[src/rtl/idp_step_ctrl.sv]
// idp_step_ctrl: turns each debounced step press (or auto-run timer tick) into one W_En strobe
//
// Ports:
//   clock    - system clock
//   reset    - asynchronous active-low reset
//   step_in  - weStep from the switch filter, asynchronous, level-held while pressed
//   run      - 1 = auto-run from internal timer, 0 = manual single step
//   instr_in - instruction word from board switches
//   W_En     - IDP write strobe, one clock wide per step
//   instr_q  - instruction latched for the current/last step
//   step_cnt - W_En pulses issued since reset (wraps)
//   busy     - controller is mid-step
//   hist_sel - history index, 0 = most recent
//   hist_out - selected history entry
//
// Optional feature: define STEP_HIST_EN for a 4-entry history of written instructions;
// without it hist_out is tied to 0.
module idp_step_ctrl #(
  parameter int IW      = 16,
  parameter int CNT_W   = 8,
  parameter int RUN_DIV = 50000000
) (
  input  logic             clock,
  input  logic             reset,
  input  logic             step_in,
  input  logic             run,
  input  logic [IW-1:0]    instr_in,
  output logic             W_En,
  output logic [IW-1:0]    instr_q,
  output logic [CNT_W-1:0] step_cnt,
  output logic             busy,
  input  logic [1:0]       hist_sel,
  output logic [IW-1:0]    hist_out
);
  localparam int TW = $clog2(RUN_DIV);
  typedef enum logic [1:0] {IDLE, CAPTURE, WRITE, RELEASE} state_t;
  state_t            state_q, state_d;
  logic              s1_q, s2_q, s3_q;
  logic [TW-1:0]     tmr_q, tmr_d;
  logic [IW-1:0]     instr_d;
  logic [CNT_W-1:0]  cnt_q, cnt_d;
  logic              w_en_q, busy_q;
  logic              tick, trig;
  assign tick = run && (tmr_q == TW'(RUN_DIV - 1));
  // In auto-run the button edge is ignored entirely, so stale edges never fire.
  assign trig = run ? tick : (s2_q & ~s3_q);
  always_comb begin
    tmr_d   = (!run || tick) ? '0 : tmr_q + TW'(1);
    state_d = state_q == IDLE    ? (trig ? CAPTURE : IDLE) :
              state_q == CAPTURE ? WRITE :
              state_q == WRITE   ? RELEASE :
              (run || !s2_q)     ? IDLE : RELEASE;
    instr_d = state_q == CAPTURE ? instr_in : instr_q;
    cnt_d   = state_q == WRITE ? cnt_q + CNT_W'(1) : cnt_q;
  end
  // Outputs are registered from the next state so they line up with state_q.
  always_ff @(posedge clock or negedge reset) begin
    if (!reset) begin
      s1_q    <= 1'b0;
      s2_q    <= 1'b0;
      s3_q    <= 1'b0;
      tmr_q   <= '0;
      state_q <= IDLE;
      instr_q <= '0;
      cnt_q   <= '0;
      w_en_q  <= 1'b0;
      busy_q  <= 1'b0;
    end else begin
      s1_q    <= step_in;
      s2_q    <= s1_q;
      s3_q    <= s2_q;
      tmr_q   <= tmr_d;
      state_q <= state_d;
      instr_q <= instr_d;
      cnt_q   <= cnt_d;
      w_en_q  <= state_d == WRITE;
      busy_q  <= state_d != IDLE;
    end
  end
  assign W_En     = w_en_q;
  assign busy     = busy_q;
  assign step_cnt = cnt_q;
`ifdef STEP_HIST_EN
  logic [IW-1:0] hist_q [4];
  logic [IW-1:0] hist_d [4];
  always_comb begin
    hist_d = hist_q;
    if (state_q == WRITE) begin
      hist_d[0] = instr_q;
      for (int i = 1; i < 4; i++) hist_d[i] = hist_q[i-1];
    end
  end
  always_ff @(posedge clock or negedge reset) begin
    if (!reset) hist_q <= '{default: '0};
    else hist_q <= hist_d;
  end
  assign hist_out = hist_q[hist_sel];
`else
  logic unused_hist_sel;
  assign unused_hist_sel = ^hist_sel;
  assign hist_out = '0;
`endif
endmodule

[config.mk]
export PLATFORM = sky130hd
export DESIGN_NAME = idp_step_ctrl
export DESIGN_NICKNAME = d
export VERILOG_FILES = /design/src/rtl/idp_step_ctrl.sv
export SDC_FILE = /design/constraint.sdc
export NUM_CORES = 1
export LEC_CHECK = 0
export CAP_MARGIN = 20
export CORE_AREA = 2 2 81 83
export DETAILED_ROUTE_END_ITERATION = 8
export DIE_AREA = 0 0 83 85
export GPL_TIMING_DRIVEN = 0
export PLACE_DENSITY = 0.82
export SYNTH_ARGS = -nofsm -noshare
export SYNTH_HDL_FRONTEND = slang
export SYNTH_SLANG_ARGS = --single-unit
[constraint.sdc]
create_clock -name clock -period 2.2 [get_ports clock]
set_clock_uncertainty 0.2 [all_clocks]
set_input_delay 0.55 -clock clock [delete_from_list [all_inputs] [get_ports clock]]
set_output_delay 0.55 -clock clock [all_outputs]
set_load 0.02 [all_outputs]
==> flow_summary.toml <==
[run_status]
status = "finished clean"

[die]
core.rowCount = 29
core_area_um2 = 6200
floorplan.die.width_um = 83
die-height_um = 85
boundaryPins = 64
initial_utilization_pct = 42.4
dieArea_um2 = 7060

[power_and_ir_drop]
power.leakage_nw = 1.53
power.total_mw = 3.76
worst_ir_drop_vdd_uv = 810
pwr_density_cell_nw_per_um2 = 1040

[global_route]
antenna_found_initial = 0
grt_start_max_net_pins = 41
grt_first_pass_wirelength_um = 9070
grt.total_usage_pct = 16.3
first_global_vias = 1981
grt-ovfl-total = 0

[clocking]
tritoncts = "yes"
cts_max_level = 3
ctsRootBufferMaster = "sky130_fd_sc_hd__clkbuf_8"
cts_sinks = 57
cts.path.max_buffers = 2
clock_network_latency_to_the_later_pin_of_the_worst_skew_pair_ns = 0.34
cts-buffers-inserted = 9
worst_setup_hold_path_clk_slew_ns = 0.07

[detailed_routing]
route.detailed.wl_per_inst_um = 13.3
initialDrtViolationCount = 85
drc_viols = 0
first_pass_iters = 4
count_of_antenna_violating_nets_left_after_detailed_routing = 0
routed-via-count = 2012
postRouteWirelength_um = 5340
vias_per_cell = 4.99

[timing]
fmax_mhz = 464
fin_crit_ns = 2.15
rsz0062_at_grt = "true"
fin_crit_sh_pct = 97.9
timing.final.max_slew_violations = 0
final_count_of_negative_setup_slack_endpoints = 0
timing.final.hold_violations = 0

[run]
maxCapViolCount = 0

[finish]
layout.cell_area.non_filler_um2 = 3610
nFillCells = 496
layout.core_utilization_pct = 58.2
post_route_cells_drive_above_1_share_pct = 26.4
multi_input_comb_area_um2 = 1130
antenna-diode-count = 0
design.final.nets = 345
syn_to_final_growth_pct = 37.2
seqCellArea_um2 = 1440

[yosys]
synth_top_cell_area_share_pct = 54.2
postSynthRegisterBits = 57
yosysWarningCount = 0
yosys_most_used_dff = "sky130_fd_sc_hd__dfrtp_1"
ys_types = 37
synth_edf_count = 0
sequential_share_of_the_synthesized_area_pct = 54.2
synthCells = 239
asyncSetResetFlopFracSynth_pct = 100
syn_area_um2 = 2630
yosys.area.top_type = "sky130_fd_sc_hd__dfrtp_1"
yosys-top-cells-area = "sky130_fd_sc_hd__dfrtp_1, sky130_fd_sc_hd__mux2_2, sky130_fd_sc_hd__buf_4, sky130_fd_sc_hd__xnor2_1, sky130_fd_sc_hd__nor2_1"
post_synth.cell_area_avg_um2 = 11.0
netlist_top_cells_count = "sky130_fd_sc_hd__dfrtp_1, sky130_fd_sc_hd__nor2_1, sky130_fd_sc_hd__mux2_2, sky130_fd_sc_hd__buf_4"
yosysMostFrequentCell = "sky130_fd_sc_hd__dfrtp_1"

[setup_path]
critical_path_arrival_ns = 2.21
cp_max_fo = 10
start_kind = "register"
timing.reg2reg.setup_slack_ns = 0.05
crit_slowest_cell = "sky130_fd_sc_hd__or4_4"
r2r-end = "tmr_q[18]"
critPathRequiredTime_ns = 2.26
critical_path.endpoint_type = "register"
worst_r2r_startpoint = "tmr_q[0]"
timing_worst_setup_path_type = "reg -> reg"
worstPathCellList = "ha_4 -> nand4_4 -> or4_4 -> buf_6 -> or3_1 -> a21oi_1"
worstRegToRegCells = 6
worst_path_largest_cell_delay_ns = 0.55

[place]
place.detailed.hpwl_um = 3680
routabilityCongestion = 0.797
io_buffers = 45
postPlaceCellArea_um2 = 3250

[worst_hold_path]
timing.hold.worst.class = "reg -> reg"
hold_start = "s1_q"
hold-path-cell-count = 0
timing.hold.worst_endpoint = "s2_q"
==> layout make-up <==
| class | count | area share, % |
|---|---|---|
| sequential | 57 | 39.8 |
| multi-input combinational | 166 | 31.4 |
| timing repair buffer | 56 | 15.1 |
| inverter | 8 | 0.831 |
| clock inverter | 5 | 1.49 |
| clock buffer | 11 | 4.19 |
| tap | 77 | 2.67 |
| buffer | 23 | 4.57 |
==> report_power, final <==
group	internal, mW	switching, mW	leakage, nW
clock network	0.580	0.412	0.109
logic	0.696	0.593	0.703
registers	1.30	0.176	0.718
==> state kept, by name, summed over array words and instances, names as in the netlist <==
| name | flops |
|---|---|
| W_En | 1 |
| busy | 1 |
| instr_q | 16 |
| s1_q | 1 |
| s2_q | 1 |
| s3_q | 1 |
| state_q | 2 |
| step_cnt | 8 |
| tmr_q | 26 |
==> critical path: cells and delay by family (launching register included) <==
kind / cells / cell delay [ns]
and+or+nand+nor: 3 / 0.97
DFF: 1 / 0.43
adders and majority gates: 1 / 0.18
buffers and inverters: 1 / 0.16
AOI/OAI and AO/OA: 1 / 0.14
==> per-layer routing <==
| metal | wire length [um] | up-vias | GRT usage, % |
|---|---|---|---|
| met5 | 0 | - | 0 |
| met4 | 104 | 0 | 9.84 |
| met3 | 322 | 9 | 5.54 |
| met2 | 2690 | 59 | 26.4 |
| met1 | 2230 | 971 | 18.7 |
| li1 | - | 973 | - |
==> cell usage in the layout (no fill, tap or decap), types with 2 or more instances in the layout <==
cell / Yosys / layout
sky130_fd_sc_hd__dfrtp_1: 57 / 48
sky130_fd_sc_hd__clkdlybuf4s50_1: 0 / 43
sky130_fd_sc_hd__buf_4: 16 / 25
sky130_fd_sc_hd__nor2_1: 19 / 19
sky130_fd_sc_hd__mux2_2: 17 / 17
sky130_fd_sc_hd__conb_1: 1 / 16
sky130_fd_sc_hd__nand2_1: 13 / 13
sky130_fd_sc_hd__xnor2_1: 13 / 13
sky130_fd_sc_hd__clkbuf_8: 0 / 11
sky130_fd_sc_hd__a21oi_1: 13 / 10
sky130_fd_sc_hd__nand3_1: 10 / 9
sky130_fd_sc_hd__dfrtp_2: 0 / 9
sky130_fd_sc_hd__inv_1: 8 / 8
sky130_fd_sc_hd__o21ai_0: 7 / 7
sky130_fd_sc_hd__or3_1: 7 / 6
sky130_fd_sc_hd__xor2_1: 6 / 6
sky130_fd_sc_hd__o31ai_1: 5 / 5
sky130_fd_sc_hd__or4_1: 6 / 5
sky130_fd_sc_hd__nand4_1: 4 / 4
sky130_fd_sc_hd__nor3_1: 4 / 4
sky130_fd_sc_hd__and4_1: 3 / 3
sky130_fd_sc_hd__clkbuf_2: 0 / 3
sky130_fd_sc_hd__a21oi_2: 0 / 3
sky130_fd_sc_hd__nor4_1: 3 / 3
sky130_fd_sc_hd__clkinv_2: 0 / 3
sky130_fd_sc_hd__nand2b_1: 2 / 2
sky130_fd_sc_hd__nand4_4: 0 / 2
sky130_fd_sc_hd__a41oi_1: 2 / 2
sky130_fd_sc_hd__clkbuf_1: 4 / 2
sky130_fd_sc_hd__or4_4: 1 / 2
sky130_fd_sc_hd__buf_6: 1 / 2
sky130_fd_sc_hd__nor2b_1: 2 / 2
sky130_fd_sc_hd__and3_1: 2 / 2
==> how the worst max path moves through the flow <==
| stage | startpoint | endpoint | slack [ns] | cells after the start |
|---|---|---|---|---|
| finish | tmr_q[0] | tmr_q[18] | 0.05 | 6 |
| global route | tmr_q[0] | tmr_q[16] | -0.009 | 6 |
| CTS | tmr_q[1] | tmr_q[16] | 0.009 | 6 |
| detailed placement | tmr_q[0] | tmr_q[16] | -0.15 | 6 |
| global placement | reset | tmr_q[18] | -1.35 | 1 |
| floorplan | tmr_q[0] | tmr_q[18] | 0.06 | 6 |
==> stage by stage <==
stage,std cells,setup WS (ns),hold slack [ns],TNS (ns)
floorplan,254,0.0627,0.0544,0
global placement,376,-1.35,0.136,-77.05
detailed placement,377,-0.152,0.136,-0.576
CTS,396,0.00872,0.143,0
global route,403,-0.00859,0.150,-0.0207
finish,403,0.0466,0.140,0
==> cells by family after synthesis <==
kind of cell | synth area share, %
and+or+nand+nor | 17.4
buffers and inverters | 7.03
muxes | 7.27
adders and majority gates | 0.950
AOI/OAI and AO/OA | 6.75
xor gates and xnor gates | 6.32
DFF | 54.2
other | 0.142
==> repair_timing <==
item / CTS / global route
hold buffers: 1 / 0
endpoints found under the hold margin: 17 / 0
resized for setup: 6 / 21
setup buffers: 2 / 7
setup endpoints to repair: 5 / 32
pin swaps: 1 / 6
gates cloned: 0 / 0
No activity file was read; power rests on OpenSTA's default activity.
